## config.mk

```make
export PLATFORM = sky130hd
export DESIGN_NAME = cfg_write_arbiter
export DESIGN_NICKNAME = d
export VERILOG_FILES = /design/src/rtl/cfg_write_arbiter.sv
export SDC_FILE = /design/constraint.sdc
export NUM_CORES = 1
export LEC_CHECK = 0
export CAP_MARGIN = 40
export CORE_MARGIN = 2
export CORE_UTILIZATION = 49
export DETAILED_ROUTE_END_ITERATION = 8
export PLACE_DENSITY = 0.93
export SLEW_MARGIN = 30
export SYNTH_ARGS = -nofsm -noshare
export SYNTH_HDL_FRONTEND = slang
export SYNTH_SLANG_ARGS = --single-unit
```

## constraint.sdc

```tcl
create_clock -name clk -period 2.94 [get_ports clk]
set_input_delay 0.588 -clock clk [delete_from_list [all_inputs] [get_ports clk]]
set_output_delay 0.588 -clock clk [all_outputs]
set_load 0.02 [all_outputs]
```

## src/rtl/cfg_write_arbiter.sv

```systemverilog
// Round-robin two-requester write arbiter owning the PWM/output config bank.
// Define CFG_WRITE_ARB_SHADOW_EN for shadowed writes committed by a write to addr 5.
module cfg_write_arbiter #(
  parameter int unsigned PRIO_INIT = 0
) (
  input  logic       clk,
  input  logic       rst_n,
  input  logic       req0_valid,
  input  logic [6:0] req0_addr,
  input  logic [7:0] req0_data,
  output logic       req0_ready,
  input  logic       req1_valid,
  input  logic [6:0] req1_addr,
  input  logic [7:0] req1_data,
  output logic       req1_ready,
  output logic [7:0] en_reg_out_7_0,
  output logic [7:0] en_reg_out_15_8,
  output logic [7:0] en_reg_pwm_7_0,
  output logic [7:0] en_reg_pwm_15_8,
  output logic [7:0] pwm_duty_cycle,
  output logic       wr_err
);

  typedef enum logic {
    IDLE  = 1'b0,
    WRITE = 1'b1
  } state_t;

  // Pointer starts on the loser so PRIO_INIT wins the first collision.
  localparam logic LAST_GNT_RST = (PRIO_INIT == 0) ? 1'b1 : 1'b0;

  state_t     r_state;
  state_t     w_state_nxt;
  logic       r_last_gnt;
  logic [6:0] r_addr;
  logic [7:0] r_data;
  logic       r_wr_err;
  logic [7:0] r_out_lo;
  logic [7:0] r_out_hi;
  logic [7:0] r_pwm_lo;
  logic [7:0] r_pwm_hi;
  logic [7:0] r_duty;
  logic       w_any;
  logic       w_gnt;
  logic       w_accept;

`ifdef CFG_WRITE_ARB_SHADOW_EN
  logic [7:0] r_sh_out_lo;
  logic [7:0] r_sh_out_hi;
  logic [7:0] r_sh_pwm_lo;
  logic [7:0] r_sh_pwm_hi;
  logic [7:0] r_sh_duty;
`endif

  always_comb begin
    w_any = req0_valid | req1_valid;
    w_gnt = 1'b0;
    if (req0_valid && req1_valid) begin
      w_gnt = ~r_last_gnt;
    end else if (req1_valid) begin
      w_gnt = 1'b1;
    end
    w_accept = (r_state == IDLE) && w_any;
  end

  always_ff @(posedge clk or negedge rst_n) begin
    if (!rst_n) begin
      r_state <= IDLE;
    end else begin
      r_state <= w_state_nxt;
    end
  end

  always_comb begin
    w_state_nxt = r_state;
    case (r_state)
      IDLE:    if (w_any) w_state_nxt = WRITE;
      WRITE:   w_state_nxt = IDLE;
      default: w_state_nxt = IDLE;
    endcase
  end

  // State resets to IDLE asynchronously, so readys are also gated by rst_n.
  always_comb begin
    req0_ready = 1'b0;
    req1_ready = 1'b0;
    if (rst_n && (r_state == IDLE) && w_any) begin
      req0_ready = ~w_gnt;
      req1_ready = w_gnt;
    end
  end

  always_ff @(posedge clk or negedge rst_n) begin
    if (!rst_n) begin
      r_addr     <= '0;
      r_data     <= '0;
      r_last_gnt <= LAST_GNT_RST;
      r_wr_err   <= 1'b0;
      r_out_lo   <= '0;
      r_out_hi   <= '0;
      r_pwm_lo   <= '0;
      r_pwm_hi   <= '0;
      r_duty     <= '0;
`ifdef CFG_WRITE_ARB_SHADOW_EN
      r_sh_out_lo <= '0;
      r_sh_out_hi <= '0;
      r_sh_pwm_lo <= '0;
      r_sh_pwm_hi <= '0;
      r_sh_duty   <= '0;
`endif
    end else begin
      r_wr_err <= 1'b0;
      if (w_accept) begin
        r_addr     <= w_gnt ? req1_addr : req0_addr;
        r_data     <= w_gnt ? req1_data : req0_data;
        r_last_gnt <= w_gnt;
      end
      if (r_state == WRITE) begin
        case (r_addr)
`ifdef CFG_WRITE_ARB_SHADOW_EN
          7'd0: r_sh_out_lo <= r_data;
          7'd1: r_sh_out_hi <= r_data;
          7'd2: r_sh_pwm_lo <= r_data;
          7'd3: r_sh_pwm_hi <= r_data;
          7'd4: r_sh_duty   <= r_data;
          7'd5: begin
            r_out_lo <= r_sh_out_lo;
            r_out_hi <= r_sh_out_hi;
            r_pwm_lo <= r_sh_pwm_lo;
            r_pwm_hi <= r_sh_pwm_hi;
            r_duty   <= r_sh_duty;
          end
`else
          7'd0: r_out_lo <= r_data;
          7'd1: r_out_hi <= r_data;
          7'd2: r_pwm_lo <= r_data;
          7'd3: r_pwm_hi <= r_data;
          7'd4: r_duty   <= r_data;
`endif
          default: r_wr_err <= 1'b1;
        endcase
      end
    end
  end

  assign en_reg_out_7_0  = r_out_lo;
  assign en_reg_out_15_8 = r_out_hi;
  assign en_reg_pwm_7_0  = r_pwm_lo;
  assign en_reg_pwm_15_8 = r_pwm_hi;
  assign pwm_duty_cycle  = r_duty;
  assign wr_err          = r_wr_err;

endmodule

```

Word-level counts from Yosys, hierarchy flattened

Index checks and enable logic that the tools add are counted.

Eq/ne operators: 4
Bitwise logic cells: 4
Muxes and demuxes: 10
Reductions and logical operators: 11

Operator list:

| operator             | count |
|---|---|
| $eq A7 B2 Y1 const B | 2 |
| $reduce_and A2 Y1    | 5 |
| $mux W8              | 1 |
| $eq A7 B1 Y1 const B | 1 |
| $eq A7 B3 Y1 const B | 1 |
| $logic_not A7 Y1     | 1 |
| $mux W1              | 7 |
| $mux W7              | 1 |
| $reduce_or A5 Y1     | 1 |
| $logic_and A1 B1 Y1  | 4 |
| $not A1 Y1           | 3 |
| $pmux W1 S2          | 1 |
| $or A1 B1 Y1         | 1 |

Output and inout port bits: 43
Register bits after elaboration: 58
Logic and storage cells: 39
Input port bits: 34

Logic depth before layout (Yosys ltp)

Gate-level depths: netlist of the first run.

Word-level depth: 4
Mapped depth: 4
Depth with buffers taken out: 3

Worst setup path before layout of the first run

No wires, ideal clock.

Kind: input port to output port
Start point: in req1_valid
End point: out req1_ready
Buffers on the path: 1
Data arrival time: 1590 ps
Stages on the path: 3
Required time: 2352 ps
Slack: 762 ps
Cells stage by stage: a21bo_1 -> clkbuf_1 -> nor3b_1

Cells in the longest elaborated chain, start to end: 3
Elaborated cells on any way between the ends: 6
Classes of those cells: mux: 3; bitwise: 1; reduce/logical: 2

RTL lines:

| element                                               | line   | source |
|---|---|---|
| from (decl)                                           | 12     | `input logic req1_valid,` |
| $mux W1, or another cell as far along                 | 60     | `end else if (req1_valid) begin` |
| $mux W1 / $logic_and A1 B1 Y1 (equally long branches) | 58, 87 |  |
| $mux W1 (*)                                           | 87     | `if (rst_n && (r_state == IDLE) && w_any) begin` |
| to (decl)                                             | 15     | `output logic req1_ready,` |

Every way passes the cells marked *; elsewhere a longest branch is shown, timed or not.

Worst setup path after layout of the first run

Same ends and word-level chain as after synthesis.

==> results summary, run 1 <==
STA classifies the critical path endpoint as a primary output. The floorplan step defined a core boundary enclosing 4690 um^2. The startpoint identified for the worst register-to-register timing path is r_addr[3]$_DFFE_PN0P_. The initial antenna violation count came out at 0.

The buffer count from post-CTS setup fixing is 0. The worst endpoint required time is 2350 ps. The static power due to leakage is between 1.5 and 2 nW. In this run, post-CTS repair resized a total of 0 instances. The warning count from the yosys run came out at 0. The critical path goes through clkdlybuf4s50_1, a21bo_1, nor3b_1, clkdlybuf4s50_1. The achievable frequency is ~360 MHz. The max-slew violation count was 0. The combined global-route utilization of all metal layers is between 20 and 25%. The via count of the first global-routing pass is ~1.7k. The number of clock buffers added by TritonCTS is 9.

The clock insertion delay at the later pin of the skew report came out at approximately 330 ps. For this block, the initial DRC count from the detailed router was 84. In this run the critical register-to-register path is captured at pwm_duty_cycle[1]$_DFFE_PN0P_.

The cell area power density is about 700 nW/um^2. TritonCTS built the clock tree. The boundary pin count came out at 77. The measured slew at the worst slew-check pin came out at around 700 ps. The share of the cycle needed by the critical path after routing came out at 93.5%. The minimum setup slack among reg-to-reg paths is 1100 ps. The total of hold buffers inserted after clock tree synthesis is 0.

The number of remaining DRC errors is 0. Summed over all instances, the cell type with the most area after synthesis is dfrtp_1. The number of failing hold endpoints at the final stage is 0. In this design, the stage delay of the slowest critical-path cell is approximately 630 ps. The commonest cells after synthesis are dfrtp_1, mux2_2, nand2_1. In this run, synthesis produced a sequential element count of between 50 and 60. The number of levels in the clock H-tree is 3. In the final routed layout, each cell accounts on average for 16.3 um.

The total setup violations reported at the end of the flow is 0. The sum of routed wire length over all layers came out at about 5300 um. The final hold slack is approximately 480 ps. The leftover overflow at the end of global routing came out at 0. The post-synthesis cell area is 2360 um^2. The share of synthesized flip-flops with an asynchronous set or reset is 100%. The synthesized area per cell is between 10 and 15 um^2.

The first global-routing pass estimated 8500 um of wire. For this run, the leading register cell type out of synthesis is dfrtp_1. The number of enable-type register cells in the synthesized netlist came out at 0. The weighted congestion at the end of routability-driven global placement is about 0.76. The critical path is of the input port to primary output type. The width of the die is ~73 um.

The worst slew margin relative to its limit came out at between 50 and 60%. Cells with a size suffix above 1 make up 23.5% of the layout. The worst hold path belongs to the class input port to asynchronous set/reset pin. The maximum buffer depth of the clock tree is 2. The pin count of the biggest net entering global routing is 59. The minimum period implied by the final worst setup slack is approximately 2800 ps.

The sequential element share of the synthesized area is just over 60%. The number of unique standard cell types used by synthesis is 21. The slowest stage of the critical path belongs to the cell clkdlybuf4s50_1. The relative area change from synthesis to final layout came out at 42.5%. The first detailed-routing pass ran for 4 iterations. At the end of the flow, the number of nets in the layout was approximately 300. The maximum net fanout on the critical path is 4. From bottom edge to top edge, the die measures about 73 um.

The die outline area is ~5400 um^2. The post-detailed-route count of antenna-violating nets is 0. Clock tree synthesis selected as its root buffer the cell clkbuf_8.

Clock tree synthesis found a total of between 50 and 60 sinks. The path depth of the worst reg2reg path came out at 3. The via count of the routed design is 1722. The arrival time reported for the critical path endpoint came out at approximately 2200 ps. For this configuration, the core starts out at a cell density of 50.3%. The tool flagged a number of max-cap violations equal to 0. The via count normalized by instance count is between 5 and 6. Ranked by total cell area, the synthesized netlist is headed by dfrtp_1, mux2_2, nand2_1, a31oi_1, nor2_1. The area fraction of the dominant cell type after synthesis is 60.4%.

Clock-pin slew was measured on the worst setup and hold paths at around 60 ps. The final total negative setup slack is 0 ps. In the synthesized netlist, the number of instances is between 150 and 200.

The most frequent cell after synthesis is dfrtp_1. In this run the core area contains 25 standard-cell rows. Counting every net in the synthesized netlist gives around 220.

The worst clock skew is roughly 7.3 ps. STA classifies the critical path startpoint as an input port. Setup repair after global routing left no endpoint under its margin. The diode insertion count for antenna repair is 0. The flow ran to the end, and the final reports show no timing, DRC or antenna violations.

Summed over all nets, the half-perimeter wirelength after detailed placement is roughly 3600 um. The worst voltage drop across the vdd grid is ~0.42 mV. Buffers placed on the I/O ports in this run total 76. Measured on the finished design, the core utilization comes to 71.7%. The most prevalent standard cell on the critical path is clkdlybuf4s50_1.
==> where the power goes <==
part / total, W / switching, W / internal (W) / leakage, nW
sequential: 0.00106 / 0.000118 / 0.000947 / 0.755
combinational: 0.000594 / 0.000280 / 0.000314 / 0.740
clock: 0.000661 / 0.000284 / 0.000377 / 0.0910
==> worst max-delay path, delay by kind of cell <==
kind / cells / cell delay, ps
buffers and inverters: 2 / 1140
AO/OA/AOI/OAI: 1 / 230
AND/OR/NAND/NOR: 1 / 200
==> how the worst max path moves through the flow <==
stage                from          to  slack (ps)  cells past startpoint
2_1_floorplan  req1_valid  req1_ready         760                      3
3_3_place_gp   req1_valid  req1_ready         220                      4
3_5_place_dp   req1_valid  req1_ready         170                      4
4_1_cts        req1_valid  req1_ready         170                      4
5_1_grt        req1_valid  req1_ready          90                      4
6_report       req1_valid  req1_ready         190                      4
==> metal layers <==
| metal | track usage [%] | part of all wire (%) | vias to the layer above |
|---|---|---|---|
| met3 | 5.21 | 4.4 | 9 |
| li1 | - | - | 817 |
| met1 | 27.6 | 43 | 837 |
| met5 | 0 | 0 | - |
| met2 | 36.9 | 51 | 59 |
| met4 | 9.09 | 1.7 | 0 |
==> stage by stage <==
step / std cells / total power, W / worst slack [ps] / cell area, um^2
6_report: 326 / 0.00232 / 190 / 3370
4_1_cts: 326 / 0.00234 / 169 / 3370
3_3_place_gp: 310 / 0.00165 / 216 / 3190
3_5_place_dp: 310 / 0.00167 / 167 / 3190
5_1_grt: 326 / 0.00244 / 89.0 / 3370
2_1_floorplan: 183 / 0.00136 / 762 / 2360
==> flip-flops by register name, summed over array words and instances, names as in the netlist <==
name / flops
r_addr: 7
r_data: 8
pwm_duty_cycle: 8
en_reg_pwm_15_8: 8
en_reg_pwm_7_0: 8
r_state: 1
en_reg_out_15_8: 8
r_last_gnt: 1
en_reg_out_7_0: 8
wr_err: 1
==> cell families after synthesis <==
| logic type | count (synthesis) | synth area share [%] |
|---|---|---|
| simple gates | 56 | 12.2 |
| flops | 58 | 61.5 |
| mux | 40 | 19.1 |
| buf+inv | 7 | 1.11 |
| compound gates | 22 | 6.09 |
==> placed cells by master (no fill, tap or decap), drive strengths merged, types with 3 or more instances in the layout <==
cell	n
buf	4
mux2	40
dfrtp	57
nand2	30
o21ai	3
clkbuf	16
nor2	16
clkdlybuf4s50	75
a31oi	15
==> final cells by class <==
| type | instances | area (um^2) |
|---|---|---|
| inverters | 1 | 3.75 |
| clock buffers | 16 | 180 |
| multi-input cells | 118 | 883 |
| flip-flops and latches | 58 | 1450 |
| fillers | 340 | 1330 |
| repair buffers | 79 | 778 |
| well taps | 54 | 67.6 |
No activity file was read; power rests on OpenSTA's default activity.
==> inputs of run 2 (changes only) <==
--- a/config.mk
+++ b/config.mk
@@ -7,10 +7,10 @@
 export LEC_CHECK = 0
 export CAP_MARGIN = 40
 export CORE_MARGIN = 2
-export CORE_UTILIZATION = 49
+export CORE_UTILIZATION = 30
 export DETAILED_ROUTE_END_ITERATION = 8
-export PLACE_DENSITY = 0.93
-export SLEW_MARGIN = 30
+export PLACE_DENSITY = 0.65
+export SLEW_MARGIN = 10
 export SYNTH_ARGS = -nofsm -noshare
 export SYNTH_HDL_FRONTEND = slang
 export SYNTH_SLANG_ARGS = --single-unit
==> results summary, run 2 (synthesis gave the netlist of run 1 again) <==
During placement, the flow inserted port buffers numbering 76. The number of setup buffers added after CTS is 0. The post-CTS resize count came out at 0.

The endpoint kind of the worst setup timing path is a primary output. The via count of the first global-routing pass is about 1.7k. The part of the total power dissipated in combinational logic came out at between 20% and 30%. The initial antenna violation count is 0.

The flow ran to the end, and the final reports show no timing, DRC or antenna violations. The total iterations of the first detailed-routing run is 3. The final critical path takes up a little over nine tenths of the cycle. Global routing used 13.7% of the available tracks.

The maximum buffer depth of the clock tree is 2. The pin count of the biggest net entering global routing is between 50 and 60. The clock insertion delay at the later pin of the skew report is ~330 ps. The library cell used most frequently in the layout, excluding fill and tap cells, is clkdlybuf4s50_1. The arrival time reported for the critical path endpoint came out at between 2000 and 2500 ps.

Of the cells placed in the final design, the portion with a size suffix greater than 1 is 25.5%. Setup violations remaining at the end of the flow were counted as 0. The width of the die came out at about 93 um. The minimum period implied by the final worst setup slack is ~2800 ps.

The effective utilization at floorplan is between 30% and 40%. Global routing finished with a remaining overflow of 0. The die outline area is between 8000 and 9000 um^2. The wire length per cell came out at 14.5 um.

In the final timing run, aggregate negative setup slack is 0 ps. Leaving out fill and tap cells, the most frequent cells in the layout are clkdlybuf4s50_1, dfrtp_1, mux2_2. The via count normalized by instance count is roughly 4.5.

The boundary pin count is 77. Max-cap violations in this run came to 0. The worst clock skew is ~6.0 ps. The internal portion of the total power is 0.00169 W. The wire-length estimate of the detail-placed layout is roughly 3900 um.

The maximum net fanout on the critical path is 2. The worst setup path is of the input port to primary output kind. The number of remaining DRC errors came out at 0.

For this run, the post-layout net count is 303. The switching part of the total power is about 30%. Once layout is done, the placed cells without fillers occupy 3460 um^2. The achievable frequency is between 300 and 400 MHz.

In this run, flip-flops and latches consume roughly 45% of the power. The floorplan step defined a core boundary enclosing between 7000 and 8000 um^2. The tightest min-delay check is of the input port to asynchronous set/reset pin type.

The worst voltage drop across the vdd grid came out at slightly above 0.2 mV. The diode insertion count for antenna repair came out at 0. The post-detailed-route count of antenna-violating nets came out at 0. The most prevalent standard cell on the critical path is clkdlybuf4s50_1. The number of failing hold endpoints at the final stage came out at 0. The measured slew at the worst slew-check pin is between 700 and 800 ps. From synthesis to final layout, the design area changed by 46.7%. The first global-routing pass estimated 8810 um of wire. The site row count came out at 32.

The worst endpoint required time is between 2000 and 2500 ps. The slowest stage of the critical path belongs to the cell clkdlybuf4s50_1. In this run, CTS created clock tree buffers numbering 9. The cell area power density came out at ~690 nW/um^2. Summing all placed instances gives a cell area of 3260 um^2. The clock slew seen by the registers of the worst setup and hold paths came out at about 70 ps. The worst slew margin relative to its limit is about half. The combined area of the multi-input logic cells came out at between 800 and 900 um^2.

The weighted congestion at the end of routability-driven global placement came out at ~0.75. Setup repair after global routing left no endpoint under its margin. Buffers inserted to repair hold after CTS numbered 0. For this design the static power due to leakage is approximately 1.6 nW. The register area came out at between 1000 and 1500 um^2.

The clock power share came out at a little under a third. The clock sink total is between 50 and 60. The switching power of the nets is 0.000698 W.

The sum of routed wire length over all layers is 5470 um. The signal on the critical path passes through clkdlybuf4s50_1, a21bo_1, nor3b_1, clkdlybuf4s50_1. On the worst path, the slowest cell contributes a delay of roughly 680 ps.

The max-slew violation count came out at 0. The final route contains ~1.7k vias. TritonCTS built the clock tree. CTS placed an instance of clkbuf_8 at the clock tree root. The path depth of the worst reg2reg path is 3. The launching element type of the critical path is an input port.

The starting DRC count in detailed routing is between 50 and 60. The vertical die dimension came out at between 90 and 100 um. The number of levels in the clock H-tree came out at 3.

The count of filler cells inserted in the layout is 748.
-- run 2: metrics by stage --
stage | util (%) | power, W | instances | worst slack (ps) | hold slack, ps
after floorplan | - | 0.00136 | 183 | 762 | 292
after global placement | 42.4 | 0.00167 | 360 | 61.8 | 487
after detailed placement | 42.4 | 0.00168 | 360 | 121 | 492
after CTS | 45.1 | 0.00243 | 376 | 95.6 | 474
after global routing | 45.1 | 0.00253 | 376 | 23.7 | 496
final | 45.1 | 0.00239 | 376 | 93.6 | 446
-- run 2: routing by layer --
| metal | global-route usage (%) | share of wire, % |
|---|---|---|
| met5 | 0 | 0 |
| met3 | 3.99 | 4.7 |
| met1 | 17.9 | 46 |
| met4 | 4.78 | 1.3 |
| met2 | 21.6 | 48 |
-- run 2: worst paths after layout --
| check | from | end | slack [ps] |
|---|---|---|---|
| hold / removal | rst_n | r_data[2]$_DFFE_PN0P_ | 450 |
| setup / recovery | req1_valid | req1_ready | 90 |
| min in group clk | en_reg_pwm_15_8[6]$_DFFE_PN0P_ | en_reg_pwm_15_8[6]$_DFFE_PN0P_ | 500 |
| hold reg to reg | en_reg_pwm_15_8[6]$_DFFE_PN0P_ | en_reg_pwm_15_8[6]$_DFFE_PN0P_ | 500 |
| max in group asynchronous | rst_n | r_addr[0]$_DFFE_PN0P_ | 1990 |
| setup reg to reg | r_addr[3]$_DFFE_PN0P_ | en_reg_out_15_8[7]$_DFFE_PN0P_ | 1030 |
-- run 2: final cells by class --
class	instances	share of cell area, %
Sequential cell	58	41.9
Tap cell	102	3.68
Timing Repair Buffer	81	22.9
Inverter	1	0.108
Clock buffer	11	4.37
Multi-Input combinational cell	118	25.5
Clock inverter	5	1.52
-- run 2: worst max-delay path: cells and delay by family --
kind            cells  cell delay [ps]
simple gates        1              300
compound gates      1              220
buf+inv             2             1160
-- run 2: power groups by stage --
stage / logic (W) / registers, W / clock network (W)
6_report: 0.000588 / 0.00107 / 0.000736
4_1_cts: 0.000598 / 0.00107 / 0.000760
5_1_grt: 0.000635 / 0.00109 / 0.000805
2_1_floorplan: 0.000189 / 0.00117 / 0
3_3_place_gp: 0.000588 / 0.00108 / 0
3_5_place_dp: 0.000598 / 0.00108 / 0
==> inputs of run 3 (changes only) <==
--- a/config.mk
+++ b/config.mk
@@ -6,8 +6,8 @@
 export NUM_CORES = 1
 export LEC_CHECK = 0
 export CAP_MARGIN = 40
-export CORE_MARGIN = 2
 export CORE_UTILIZATION = 30
+export CTS_CLUSTER_DIAMETER = 30
 export DETAILED_ROUTE_END_ITERATION = 8
 export PLACE_DENSITY = 0.65
 export SLEW_MARGIN = 10
==> constraint.sdc (replaced) <==
create_clock -name clk -period 2.94 [get_ports clk]
set_input_delay 0.882 -clock clk [delete_from_list [all_inputs] [get_ports clk]]
set_output_delay 0.882 -clock clk [all_outputs]
set_load 0.02 [all_outputs]
==> results summary, run 3 (synthesis gave the netlist of run 1 again) <==
The wire length on met3 came out at approximately 290 um. After routing the design area is around 3500 um^2. The count of filler cells inserted in the layout is between 700 and 800. The depth of the worst hold-timing path came out at 1.

The boundary pin count came out at 77. The weighted congestion at the end of routability-driven global placement is between 0.7 and 0.8. The worst clock skew is 6.36 ps.

The measured slew at the worst slew-check pin came out at just over 600 ps. The floorplan step set the die width to roughly 90 um. Clock tree synthesis found a total of 58 sinks. Setup repair after global routing left no endpoint under its margin. The number of buffers added on ports is 76. After clock tree synthesis, the clock-pin slew on the worst setup and hold paths is ~60 ps. Wire segments on met2 add up to between 2000 and 3000 um in the final route. The worst-case IR drop observed on VDD is ~0.21 mV. The CTS tree is yes. The initial utilization of the core area, before any placement, comes to a little under a third. The number of levels in the clock H-tree is 3. The maximum net fanout on the critical path came out at 2.

The total of hold buffers inserted after clock tree synthesis came out at 0. The clock insertion delay at the later pin of the skew report is 330 ps. The final net count is approximately 300. The total iterations of the first detailed-routing run is 4.

The endpoint kind of the worst setup timing path is a primary output. The routed metal-1 wirelength is between 2000 and 2500 um. The path type of the worst setup path is input port to primary output. The sum of routed wire length over all layers came out at around 5400 um. The library cells used most frequently in the layout, excluding fill and tap cells, are clkdlybuf4s50_1, dfrtp_1, mux2_2. Setup violations remaining at the end of the flow were counted as 0. The path with the worst hold slack has its endpoint at en_reg_out_15_8[4]$_DFFE_PN0P_. The type of the most critical hold path is flop to flop. The max-slew violation count is 0. The library cell used most frequently in the layout, excluding fill and tap cells, is clkdlybuf4s50_1. The via count of the first global-routing pass came to ~1.7k. The fraction of layout cells with a size suffix above 1 came out at approximately a quarter. The tree is rooted in a clkbuf_8. The site row count came out at 31. For the finished layout, the period the worst path requires is around 2800 ps. The worst slew margin relative to its limit came out at about three fifths. The detailed router used layers up to and including met4. The wire length per cell is roughly 14 um. The startpoint identified for the worst hold timing path is en_reg_out_15_8[4]$_DFFE_PN0P_.

The starting DRC count in detailed routing is between 60 and 70. The path depth of the worst reg2reg path is 3. The share of the cycle needed by the critical path after routing is between 90 and 100%. The worst endpoint required time came out at a little over 2000 ps. The HPWL after detailed placement is roughly 3800 um. The flow ran to the end, and the final reports show no timing, DRC or antenna violations.

The max capacitance violation total came out at 0. In this run the critical register-to-register path is captured at en_reg_pwm_7_0[4]$_DFFE_PN0P_. The wire length of the first global-routing pass came out at 8980 um. Relative to the synthesized area, the layout overhead comes to 46.2%. The diode insertion count for antenna repair came out at 0.

The vertical die dimension came out at 90.7 um. The core footprint is about 7400 um^2. The achievable frequency came out at 352 MHz. Global routing finished with a remaining overflow of 0. The maximum buffer depth of the clock tree is 2. The number of remaining DRC errors is 0.

The pin count of the biggest net entering global routing is 37. STA classifies the critical path startpoint as an input port. The startpoint of the worst register-to-register path is r_addr[3]$_DFFE_PN0P_. The post-detailed-route count of antenna-violating nets came out at 0. For this run, the share of the core covered by cells in the final layout is between 40% and 50%.

In the routed layout, each cell is associated on average with a via count of roughly 4.6. The placed instances occupy a cell area of about 3300 um^2. The number of buffers inserted during clock tree synthesis came out at 9.

The arrival time reported for the critical path endpoint came out at between 1500 and 2000 ps. The worst register-to-register path has a setup slack of between 1000 and 1500 ps. The initial antenna violation count is 0. The cell area power density is 686 nW/um^2.

The number of failing hold endpoints at the final stage came out at 0. The via count of the routed design is between 1.5k and 2k. In this run the static leakage power is around 1.6 nW.

The die outline area came out at roughly 8200 um^2. Global routing used between 10% and 20% of the available tracks.
run 3: cell types whose count changed in the layout (fill, tap and decap cells not counted):
cell	previous run	this run
buf_4	5	7
nor3b_1	1	0
clkbuf_2	0	1
clkinv_2	3	2
clkdlybuf4s50_1	75	73
clkinvlp_4	1	0
nor3b_2	0	1
run 3: area by class of cell:
class | instances | area [um^2] | area share, %
Multi-Input combinational cell | 118 | 888 | 25.7
Tap cell | 99 | 124 | 3.59
Clock buffer | 11 | 151 | 4.38
Inverter | 1 | 3.75 | 0.109
Sequential cell | 58 | 1450 | 42.1
Clock inverter | 3 | 40.0 | 1.16
Timing Repair Buffer | 82 | 793 | 23.0
run 3: layer usage:
metal | global-route usage, % | vias to the layer above
li1 | - | 820
met1 | 18.4 | 821
met2 | 23.2 | 60
met3 | 5.39 | 9
met4 | 6.45 | 0
met5 | 0 | -
run 3: critical path, cell delays in order:
cell and delay [ps]:
clkdlybuf4s50_1 470, a21bo_1 230, nor3b_2 200, buf_4 180
run 3: power by group:
part | total (W) | switching (W) | internal (W)
Combinational | 0.000585 | 0.000270 | 0.000315
Clock | 0.000714 | 0.000290 | 0.000425
Sequential | 0.00107 | 0.000123 | 0.000947
run 3: how the worst max path moves through the flow:
stage / endpoint / start / slack [ps]
final: req1_ready / req1_valid / 100
after global routing: req1_ready / req1_valid / 60
after CTS: req0_ready / req1_valid / 20
after detailed placement: req1_ready / req1_valid / -410
after global placement: req1_ready / req1_valid / -510
after floorplan: req1_ready / req1_valid / 170
run 3: through the flow:
step	power, W	TNS [ps]	setup WS, ps	cells	hold WS, ps
6_report	0.00237	0	101	372	501
5_1_grt	0.00251	0	58.2	372	528
4_1_cts	0.00240	0	24.1	372	508
3_5_place_dp	0.00168	-658	-413	358	493
3_3_place_gp	0.00167	-741	-510	358	487
2_1_floorplan	0.00136	0	174	183	485
run 3: what timing repair did:
item	CTS	global route
gates resized for setup	6	4
setup buffers	0	0
hold endpoints to repair	0	0
setup endpoints to repair	2	2
gates cloned	0	0
==> edit, RTL diff (config.mk and constraints of run 3) <==
Build with the macro `CFG_WRITE_ARB_SHADOW_EN` defined.
--- a/src/rtl/cfg_write_arbiter.sv
+++ b/src/rtl/cfg_write_arbiter.sv
@@ -1,5 +1,7 @@
 // Round-robin two-requester write arbiter owning the PWM/output config bank.
 // Define CFG_WRITE_ARB_SHADOW_EN for shadowed writes committed by a write to addr 5.
+`define CFG_WRITE_ARB_SHADOW_EN
+
 module cfg_write_arbiter #(
   parameter int unsigned PRIO_INIT = 0
 ) (
Function: changed (Yosys sat finds a counterexample within 4 cycles, from zero or initial values and one cycle with rst_n low).
==> edit against run 3 <==
Final area up 49%; power up 32%; sequential cell count up 40; cell count up 43%; fmax down 0.77%; synthesized area up 64%; worst setup slack worse by 0.022 ns; clock skew up 0.0016 ns; core utilization down 5.6 points; routed wire length up 48%; critical endpoint unchanged.
==> edit: results (changes against run 3) <==
======================================================================================
Outcome                                                                   finished, final reports clean
Largest net degree at the start of global routing                                   65   +76%
Average routed wire per standard cell                                          14.9 um   +3.1%
Arrival time of the worst setup path                                           1.98 ns   +0.02 ns
Vias per Instance                                                                 4.52   -1.7%
Commonest cells in the synthesized netlist                                sky130_fd_sc_hd__dfrtp_1, sky130_fd_sc_hd__mux2_2, sky130_fd_sc_hd__nand2_1
Wire length of the first global-routing pass                                   12.7 mm   +42%
1st-iter DRT viols                                                                 107   +75%
Final clock skew                                                            0.00798 ns   +0.00161 ns
Max rail drop VDD                                                             0.234 mV   +13%
Post-Place Cell Area                                                         4870 um^2   +49%
Total GRT Usage                                                                  0.129   -0.0193
Relative slew slack                                                              0.473   -0.113
Cell count after synthesis                                                         272   +49%
Antenna violations before repair                                                     1   +1
Share of layout cells above drive strength 1                                     0.310   +0.0465
Dominant cells by area after synthesis                                    sky130_fd_sc_hd__dfrtp_1, sky130_fd_sc_hd__mux2_2, sky130_fd_sc_hd__mux2_4, sky130_fd_sc_hd__nand2_1, sky130_fd_sc_hd__a31oi_1
Number of distinct standard cells referenced by the synthesized netlist             27   +29%
Pre-CTS setup slack                                                          -0.386 ns   +0.0270 ns
Share of the yosys chip area belonging to registers                              0.632   +0.0170
Placed instance count                                                              517   +44%
Gp weighted congestion                                                           0.704   -1.2%
NumNets Final                                                                      390   +28%
Via count of the first global-routing pass                                        2434   +43%
Worst path setup slack after routing                                         0.0792 ns   -0.0221 ns
Number of nets in the synthesized netlist                                          306   +41%
Total via count after detailed routing                                            2408   +41%
======================================================================================
## edit: cell count changes after synthesis, moves of 2 or more
cell | run 3 | this run
sky130_fd_sc_hd__nand4b_1 | 0 | 2
sky130_fd_sc_hd__nand4b_2 | 2 | 0
sky130_fd_sc_hd__mux2_2 | 40 | 72
sky130_fd_sc_hd__mux2_4 | 0 | 8
sky130_fd_sc_hd__clkbuf_1 | 6 | 9
sky130_fd_sc_hd__dfrtp_1 | 57 | 97
sky130_fd_sc_hd__nand4_2 | 2 | 0
## edit: layout make-up
type	count	area, um^2
fill	1228	7470
sequential	98	2450
multi-input combinational	162	1380
timing repair buffer	83	801
clock buffer	12	267
tap	172	215
clock inverter	4	25.0
inverter	2	7.51
## edit: cells by family (layout without fill, tap and decap cells)
group,after synthesis,after routing,share of synthesized area
DFF,98,98,0.632
and+or+nand+nor,60,60,0.0770
buffers and inverters,12,101,0.0135
AOI/OAI and AO/OA,22,22,0.0377
muxes,80,80,0.240
## edit: routing by layer
layer  track usage  vias up  share of wire
met1         0.164     1212           0.44
met5             0        -              0
met2         0.203       60           0.48
met4        0.0496        0          0.012
met3        0.0471        8          0.066
li1              -     1128              -
## edit: worst paths after layout
check / slack (ns) / startpoint / cells past startpoint / endpoint
worst max-delay path: 0.08 / req1_valid / 4 / req1_ready
worst min-delay path: 0.50 / en_reg_pwm_15_8[2]$_DFFE_PN0P_ / 1 / en_reg_pwm_15_8[2]$_DFFE_PN0P_
worst max register to register: 0.94 / r_addr[5]$_DFFE_PN0P_ / 3 / r_sh_pwm_lo[4]$_DFFE_PN0P_
worst min register to register: 0.50 / en_reg_pwm_15_8[2]$_DFFE_PN0P_ / 1 / en_reg_pwm_15_8[2]$_DFFE_PN0P_
max in group asynchronous: 1.15 / rst_n / 3 / r_sh_pwm_hi[7]$_DFFE_PN0P_
min in group asynchronous: 0.53 / rst_n / 1 / r_last_gnt$_DFFE_PN1P_
## edit: what timing repair did
action                     in CTS  in global routing
buffers inserted                0                  0
resized for setup               6                  2
hold buffers                    0                  0
setup endpoints to repair       2                  1
hold endpoints to repair        0                  0
## edit: critical path, stage by stage
cell	delay, ns
sky130_fd_sc_hd__clkdlybuf4s50_1	0.47
sky130_fd_sc_hd__a21bo_1	0.22
sky130_fd_sc_hd__nor3b_1	0.20
sky130_fd_sc_hd__buf_2	0.21
## edit: power by group
group	internal (mW)	switching [mW]	leakage [nW]	total, mW
sequential	1.50	0.149	1.31	1.65
combinational	0.210	0.150	0.993	0.360
clock	0.640	0.480	0.141	1.12
total	2.35	0.779	2.45	3.13
